`config.mk`:
```
export PLATFORM = sky130hd
export DESIGN_NAME = sk9822_frame_feeder
export DESIGN_NICKNAME = d
export VERILOG_FILES = /design/src/rtl/sk9822_frame_feeder.sv
export SDC_FILE = /design/constraint.sdc
export NUM_CORES = 1
export LEC_CHECK = 0
export ABC_CLOCK_PERIOD_IN_PS = 3100
export BUFFER_PORTS_ARGS = -buffer_cell sky130_fd_sc_hd__buf_2
export CORE_MARGIN = 2
export CORE_UTILIZATION = 29
export DETAILED_ROUTE_END_ITERATION = 8
export GPL_ROUTABILITY_DRIVEN = 0
export SLEW_MARGIN = 30
export SYNTH_ARGS = -nofsm -noshare
export SYNTH_HDL_FRONTEND = slang
export SYNTH_SLANG_ARGS = --single-unit
```
`constraint.sdc`:
```
create_clock -name clk -period 3.1 [get_ports clk]
set_input_delay 0.31 -clock clk [delete_from_list [all_inputs] [get_ports clk]]
set_output_delay 0.31 -clock clk [all_outputs]
set_load 0.02 [all_outputs]
```
`src/rtl/sk9822_frame_feeder.sv`:
```
// sk9822_frame_feeder
// Double-buffered per-LED colour store feeding a 32-bit word stream
// (start frame, one LED frame per LED, end frame) over valid/ready.
// The active bank only changes at frame boundaries, so a frame is always
// rendered from one consistent snapshot of the LED colours.
module sk9822_frame_feeder #(
    parameter int          LED_NUM    = 12,
    parameter int          AW         = (LED_NUM > 1) ? $clog2(LED_NUM) : 1,
    parameter logic [31:0] START_WORD = 32'h0000_0000,
    parameter logic [31:0] END_WORD   = 32'hFFFF_FFFF
) (
    input  logic          clk,
    input  logic          rst_n,
    input  logic          run,
    input  logic          wr_en,
    input  logic [AW-1:0] wr_addr,
    input  logic [28:0]   wr_data,
    input  logic          commit,
    output logic [31:0]   word_data,
    output logic          word_valid,
    input  logic          word_ready,
    output logic          word_last,
    output logic          swap_pending,
    output logic          frame_done
);

    typedef enum logic [1:0] {
        S_IDLE  = 2'd0,
        S_START = 2'd1,
        S_PIXEL = 2'd2,
        S_END   = 2'd3
    } state_t;

    localparam logic [AW-1:0] LAST_IDX = AW'(LED_NUM - 1);

    state_t        state_reg, state_next;
    logic [AW-1:0] idx_reg, idx_next;
    logic [31:0]   word_data_reg, word_data_next;
    logic          word_valid_reg, word_valid_next;
    logic          word_last_reg, word_last_next;
    logic          frame_done_reg, frame_done_next;
    logic          bank_sel_reg, bank_sel_next;
    logic          pending_reg, pending_next;
    logic          swap;
    logic          accept;

    // Index of the LED word about to be presented, and its active-bank value.
    logic [AW-1:0] pix_idx;
    logic [28:0]   active_rd;
    logic [28:0]   bank0_rd [LED_NUM];
    logic [28:0]   bank1_rd [LED_NUM];

    assign accept  = word_valid_reg && word_ready;
    assign pix_idx = (state_reg == S_START) ? '0 : idx_reg + 1'b1;

    // Per-LED storage. Writes land in the shadow bank (the one not selected
    // by bank_sel). Out-of-range addresses never match any entry, so they
    // are dropped without side effects. Entries reset to zero, which is why
    // these are flops rather than a RAM.
    genvar gi;
    generate
        for (gi = 0; gi < LED_NUM; gi++) begin : g_led
            logic [28:0] b0_reg;
            logic [28:0] b1_reg;
            logic        hit;

            assign hit = wr_en && (wr_addr == AW'(gi));

            // Shadow-bank write for this LED entry.
            always_ff @(posedge clk or negedge rst_n) begin
                if (!rst_n) begin
                    b0_reg <= '0;
                    b1_reg <= '0;
                end else if (hit) begin
                    if (bank_sel_reg) begin
                        b0_reg <= wr_data;
                    end else begin
                        b1_reg <= wr_data;
                    end
                end
            end

            assign bank0_rd[gi] = b0_reg;
            assign bank1_rd[gi] = b1_reg;
        end
    endgenerate

    assign active_rd = bank_sel_reg ? bank1_rd[pix_idx] : bank0_rd[pix_idx];

    // Next-state, next-word and swap decision. Output words are computed
    // one step ahead so every output comes straight from a register.
    always_comb begin
        state_next      = state_reg;
        idx_next        = idx_reg;
        word_data_next  = word_data_reg;
        word_valid_next = word_valid_reg;
        word_last_next  = word_last_reg;
        frame_done_next = 1'b0;
        swap            = 1'b0;

        case (state_reg)
            S_IDLE: begin
                swap = pending_reg;
                if (run) begin
                    state_next      = S_START;
                    word_data_next  = START_WORD;
                    word_valid_next = 1'b1;
                    word_last_next  = 1'b0;
                end
            end
            S_START: begin
                if (accept) begin
                    state_next     = S_PIXEL;
                    idx_next       = '0;
                    word_data_next = {3'b111, active_rd};
                end
            end
            S_PIXEL: begin
                if (accept) begin
                    if (idx_reg == LAST_IDX) begin
                        state_next     = S_END;
                        word_data_next = END_WORD;
                        word_last_next = 1'b1;
                    end else begin
                        idx_next       = pix_idx;
                        word_data_next = {3'b111, active_rd};
                    end
                end
            end
            S_END: begin
                if (accept) begin
                    frame_done_next = 1'b1;
                    swap            = pending_reg;
                    idx_next        = '0;
                    if (run) begin
                        state_next      = S_START;
                        word_data_next  = START_WORD;
                        word_last_next  = 1'b0;
                    end else begin
                        state_next      = S_IDLE;
                        word_data_next  = '0;
                        word_valid_next = 1'b0;
                        word_last_next  = 1'b0;
                    end
                end
            end
            default: begin
                state_next      = S_IDLE;
                word_data_next  = '0;
                word_valid_next = 1'b0;
                word_last_next  = 1'b0;
            end
        endcase

        // A swap consumes the pending request, including a commit arriving
        // in the same cycle.
        bank_sel_next = bank_sel_reg ^ swap;
        pending_next  = swap ? 1'b0 : (pending_reg | commit);
    end

    // State and output registers.
    always_ff @(posedge clk or negedge rst_n) begin
        if (!rst_n) begin
            state_reg      <= S_IDLE;
            idx_reg        <= '0;
            word_data_reg  <= '0;
            word_valid_reg <= 1'b0;
            word_last_reg  <= 1'b0;
            frame_done_reg <= 1'b0;
            bank_sel_reg   <= 1'b0;
            pending_reg    <= 1'b0;
        end else begin
            state_reg      <= state_next;
            idx_reg        <= idx_next;
            word_data_reg  <= word_data_next;
            word_valid_reg <= word_valid_next;
            word_last_reg  <= word_last_next;
            frame_done_reg <= frame_done_next;
            bank_sel_reg   <= bank_sel_next;
            pending_reg    <= pending_next;
        end
    end

    assign word_data    = word_data_reg;
    assign word_valid   = word_valid_reg;
    assign word_last    = word_last_reg;
    assign frame_done   = frame_done_reg;
    assign swap_pending = pending_reg;

endmodule
```
=== Word level (Yosys, flattened, before mapping) ===
Index checks and enable logic that the tools add are counted.

* Bitwise logic cells: 4
* Add/sub/neg operators: 1
* $lt $le $gt $ge: 1
* Multiplexer cells: 39
* Eq/ne operators: 23
* Reduce and logical (&&, ||, !) cells: 48

{| class="wikitable"
|+ Operators with widths
! operator !! count
|-
| 29-bit binary-select mux with 4-bit select || 2
|-
| 29-bit 2-to-1 mux || 6
|-
| 32-bit 2-to-1 mux || 4
|-
| 32-bit one-hot mux with 4 select lines || 1
|-
| 2-bit AND reduction || 24
|-
| 4-bit equality test, second input constant || 5
|-
| 4-bit by 3-bit equality test with 1-bit output, second input constant || 4
|-
| 4-bit 2-to-1 mux || 4
|-
| 2-bit inequality test, second input constant || 7
|-
| 1-bit logical AND || 13
|-
| 1-bit 2-to-1 mux || 12
|-
| 4-bit AND reduction || 3
|-
| 2-bit 2-to-1 mux || 5
|-
| 5-bit AND reduction || 2
|-
| 4-bit by 2-bit equality test with 1-bit output, second input constant || 2
|-
| 2-bit one-hot mux with 4 select lines || 1
|-
| 4-bit one-hot mux with 2 select lines || 1
|-
| 5-bit greater-or-equal comparator, second input constant || 1
|-
| 4-bit NOT with 5-bit output || 1
|-
| 4-bit by 1-bit adder with 4-bit output, second input constant || 1
|-
| 2-bit equality test, second input constant || 2
|-
| 4-bit by 1-bit equality test with 1-bit output, second input constant || 1
|-
| 4-bit logical NOT || 1
|-
| 1-bit one-hot mux with 2 select lines || 2
|-
| other kinds (10) || 11
|}

* Output and inout bits: 36
* Bits of input ports: 39
* Flip-flop bits (word level): 739
* Logic and storage cells: 148

=== Depth between registers and ports, before layout ===
* Word-level depth: 10
* Gate-level depth with buffers: 11
* Depth with buffers taken out: 8

=== Worst setup path after synthesis ===
No wires, ideal clock.

* Kind: flip-flop to flip-flop
* Start point: register state_reg[1]
* End point: register word_data_reg[9], in the netlist word_data[9]
* Stages on the path, launching flop included: 11
* Library setup time: 0.135 ns
* Data arrival time: 2.131 ns
* Setup slack: 0.834 ns
* Buffers on the path: 3
* Required time: 2.965 ns
* Path through: dfrtp_1 > inv_1 > ha_1 > buf_2 > or3_1 > clkbuf_1 > clkbuf_1 > o221ai_1 > o22ai_1 > a221oi_1 > o31ai_1

* Word-level cells in the longest chain between the ends: 10
* Elaborated cells between the ends (all ways): 22

{| class="wikitable"
|+ RTL lines
! item !! RTL line !! RTL
|-
| from (decl) || 36 || <nowiki>state_t state_reg, state_next;</nowiki>
|-
| from (signal assigned) || 173 || <nowiki>state_reg <= state_next;</nowiki>
|-
| 2-bit by 1-bit equality test with 1-bit output || 54, 101 ||
|-
| 4-bit 2-to-1 mux || 54 || <nowiki>assign pix_idx = (state_reg == S_START) ? '0 : idx_reg + 1'b1;</nowiki>
|-
| 4-bit NOT with 5-bit output (implied by the code) || 88 || <nowiki>assign active_rd = bank_sel_reg ? bank1_rd[pix_idx] : bank0_rd[pix_idx];</nowiki>
|-
| 29-bit binary-select mux with 4-bit select || 88 ||
|-
| 29-bit 2-to-1 mux (implied by the code) (2 in a row) || 88 ||
|-
| 29-bit 2-to-1 mux || 88 ||
|-
| 29-bit 2-to-1 mux || 120 || <nowiki>if (idx_reg == LAST_IDX) begin</nowiki>
|-
| 32-bit 2-to-1 mux || 119 || <nowiki>if (accept) begin</nowiki>
|-
| 32-bit one-hot mux with 4 select lines || 101 || <nowiki>case (state_reg)</nowiki>
|-
| to (signal assigned) || 175 || <nowiki>word_data_reg <= word_data_next;</nowiki>
|-
| to (decl) || 38 || <nowiki>logic [31:0] word_data_reg, word_data_next;</nowiki>
|}

Several ways; a longest one is shown, not always the timed one. The select of a mux whose other input is x is not followed.
A chain may end at the register's enable or synchronous reset.

=== Worst setup path after layout ===
* Start point: register idx_reg[0]
* End point: register word_data_reg[2], in the netlist word_data[2]

* Word-level cells in the longest chain between the ends: 10
* Elaborated cells between the ends (all ways): 15

{| class="wikitable"
|+ RTL lines
! item !! RTL line !! RTL
|-
| from (decl) || 37 || <nowiki>logic [AW-1:0] idx_reg, idx_next;</nowiki>
|-
| from (signal assigned) || 174 || <nowiki>idx_reg <= idx_next;</nowiki>
|-
| 4-bit by 1-bit adder with 4-bit output || 54 ||
|-
| 4-bit 2-to-1 mux || 54 ||
|-
| 4-bit NOT with 5-bit output (implied by the code) || 88 ||
|-
| 29-bit binary-select mux with 4-bit select || 88 ||
|-
| 29-bit 2-to-1 mux (implied by the code) (2 in a row) || 88 ||
|-
| 29-bit 2-to-1 mux || 88 ||
|-
| 29-bit 2-to-1 mux || 120 ||
|-
| 32-bit 2-to-1 mux || 119 ||
|-
| 32-bit one-hot mux with 4 select lines * || 101 ||
|}

Every way passes the cells marked *; elsewhere a longest branch is shown, timed or not. The select of a mux whose other input is x is not followed.

==> results.tsv <==
metric	value	unit
vias in the first global route	22700	
total track usage	16.0	%
Hold Path Class	input pin to flop	
fraction of layout cells with a size suffix above 1	40.2	%
Num CTS Buffers	77	
Layout area overhead	15.7	%
Crit Path Max Fanout	30	
Net Sw Frac	23.5	%
mux contribution to synthesized area	28.7	%
post-synthesis async set-or-reset flop share	100	%
Sequential Power Share	49.0	%
fin crit share	96.4	%
Mean Syn Cell Area	12.8	um2
post-synthesis cell count	2639	
total design power	22.9	mW
Power Dens Cells	587	nW/um2
startpoint types	flop	
Post-Synth XOR/XNOR Area	0.126	%
clk buf depth	3	
initial antenna violation count	10	
Post-Synth Adder-Cell Area	0.185	%
CTS tree	done	
Layout Skew	0.0254	ns
Simple-Gate Fraction of Synth Area	4.92	%
Worst-Margin Slew	0.719	ns
Core ar.	116000	um2
Psw	5.38	mW
Crit Path Category	flop to flop	
Crit path max-delay family	compound AO/OA/AOI/OAI gates	
vias per cell	5.18	
Rows	125	
Wirelength per Cell	22.6	um
clock-pin slew on the worst setup and hold paths	0.06	ns
DP Wirelength	60200	um
RSZ-0062 raised after global routing	false	
final hold violations	0	
EDFF count, synth	0	
IO Pins	75	
Cell variety after synth	45	
Sink Count	737	
Post-synth top flop	dfrtp_1	
peak supply drop	0.597	mV
synth warn	0	
Seq/Total Area, Yosys	54.7	%
GRT overflow	0	
number of synthesized register bits	737	
combinational share of power	9.2	%
vias post-DR	21900	
Layout Nets	2690	
Worst path slowest cell	a311oi_1	
Max Slew Vio Count	0	
CP cell instances	ha_4, xor2_4, buf_4, nand2_2, buf_12, a21oi_1, o211ai_1, a311oi_1, o31ai_1	
P_int	17.5	mW
PortBufs	74	
Worst Path Buf+Inv	2	
CTS root buffer	clkbuf_16	
largest family of logic cells by synthesized area	multiplexers	
status	finished clean	
worst path required time	3.58	ns
clk_lat worst skew	0.65	ns
largest net degree at the start of global routing	104	
Worst Path Arrival	3.47	ns
sum of negative setup slack	0	ns
final setup fails	0	
DRT iter0 DRCs	1411	
Routed WL	95500	um
die area	119000	um2
first-pass GRT wire length	148000	um
die width	345	um
1st-pass router iterations	5	
Setup crit end kind	flop	
Pleak	17.3	nW
syn_nets	2683	
die height	345	um
Slew Limit Headroom	51.9	%
CP max stage delay	0.66	ns
maxcap violations	0	
DRT antenna net count	0	
CTS H-tree depth	3	
synthesized area	33700	um2
Clk pwr share	41.7	%
DRC viols	0	
fmax	335	MHz
Initial Util	29.1	%
Compound-Gate Fraction of Synth Area	8.22	%
post-layout min period	2.99	ns
==> power by group through the flow <==
stage / Sequential [mW] / Combinational [mW] / Clock, mW
6_report: 11.2 / 2.11 / 9.57
3_3_place_gp: 11.4 / 2.08 / 0
4_1_cts: 11.2 / 2.14 / 9.77
3_5_place_dp: 11.4 / 2.13 / 0
2_1_floorplan: 11.3 / 1.53 / 0
5_1_grt: 11.4 / 2.34 / 10.2
==> cells by family (layout without fill, tap and decap cells) <==
group	Yosys count	count (layout)
AO/OA/AOI/OAI	394	394
XOR/XNOR	4	4
adder cells (fa/ha/maj)	5	5
buffers and inverters	262	331
flip-flops	737	737
multiplexers	857	857
other	0	2
AND/OR/NAND/NOR	380	380
==> what timing repair did <==
| item | 4_1_cts | 5_1_grt |
|---|---|---|
| setup buffers | 0 | 0 |
| gates resized for setup | 0 | 1 |
| setup endpoints to repair | 0 | 1 |
| hold endpoints to repair | 46 | 0 |
| hold buffers | 4 | 0 |
==> per-layer routing <==
| layer | wire length [um] | part of all wire (%) | vias up | global-route usage (%) |
|---|---|---|---|---|
| li1 | - | - | 9676 | - |
| met1 | 43200 | 45 | 11500 | 21.8 |
| met2 | 44600 | 47 | 522 | 25.6 |
| met3 | 4920 | 5.2 | 167 | 2.76 |
| met4 | 2770 | 2.9 | 14 | 5.44 |
| met5 | 85 | 0.089 | - | 0 |
==> Yosys cell counts (20+ instances only) <==
cell type / number / area (um2)
o31ai_1: 29 / 218
a221oi_1: 45 / 394
a311oi_1: 27 / 236
o22ai_1: 28 / 175
nor3_1: 20 / 100
mux2i_1: 112 / 1120
buf_1: 23 / 86.3
buf_2: 44 / 220
o21ai_0: 33 / 165
dfrtp_1: 737 / 18400
a21oi_1: 91 / 455
nor2_1: 46 / 173
a31oi_1: 31 / 194
o221ai_1: 43 / 377
mux2_2: 730 / 8220
clkbuf_1: 182 / 683
nand2_1: 214 / 803
nand3_1: 45 / 225
==> path summary, 6_finish.rpt <==
path                                            from              endpoint  slack, ns  depth (start not counted)
worst max-delay path                      idx_reg[0]          word_data[2]       0.11                          9
max in group asynchronous                      rst_n   g_led[9].b0_reg[16]       1.85                          3
worst min-delay path                             run          state_reg[0]       0.06                          3
worst max register to register            idx_reg[0]          word_data[2]       0.11                          9
min in group asynchronous                      rst_n    g_led[3].b1_reg[7]       0.21                          2
worst min register to register  g_led[11].b1_reg[28]  g_led[11].b1_reg[28]       0.50                          1
==> area by class of cell <==
cell class / count / area [um2]
flip-flops and latches: 737 / 18400
multi-input cells: 1640 / 14400
diodes: 2 / 5.00
clock inverters: 28 / 327
fillers: 11400 / 76700
inverters: 5 / 18.8
well taps: 1524 / 1910
clock buffers: 113 / 2290
repair buffers: 185 / 1620
==> worst reg2reg max path: stages, from the launching register on <==
cell	delay, ns
dfrtp_4	0.54
ha_4	0.22
xor2_4	0.39
buf_4	0.28
nand2_2	0.12
buf_12	0.18
a21oi_1	0.14
o211ai_1	0.14
a311oi_1	0.66
o31ai_1	0.16
==> metrics by stage <==
stage / std cells / util [%] / hold slack [ns] / worst slack [ns] / cell area (um2)
3_3_place_gp: 4086 / 31.4 / 0.291 / 0.225 / 36300
2_1_floorplan: 2639 / - / 0.0144 / 0.834 / 33700
3_5_place_dp: 4086 / 31.4 / 0.293 / 0.181 / 36300
6_report: 4234 / 33.7 / 0.0558 / 0.111 / 39000
5_1_grt: 4234 / 33.7 / 0.0397 / 0.0302 / 39000
4_1_cts: 4231 / 33.7 / 0.00966 / 0.127 / 39000
==> layout by cell type, fill, tap and decap left out, types with 14 or more instances in the layout <==
master,netlist,final
nand2_1,214,200
buf_12,0,30
buf_4,8,76
buf_2,44,73
clkbuf_1,182,18
o22ai_1,28,28
nor2_1,46,35
and3_1,17,17
a221oi_1,45,45
mux2i_1,112,112
o221ai_1,43,43
o21ai_0,33,33
a22o_1,14,14
nand3_1,45,45
nor3_1,20,19
a21oi_1,91,91
mux4_2,15,15
clkbuf_8,0,14
nor2b_1,19,18
a221o_1,15,15
a31oi_1,31,31
clkinv_2,0,16
dfrtp_1,737,736
a311oi_1,27,26
clkbuf_16,0,81
o211ai_1,14,14
a211oi_1,17,17
mux2_2,730,730
o31ai_1,29,29
(Power assumes the default switching activity.)
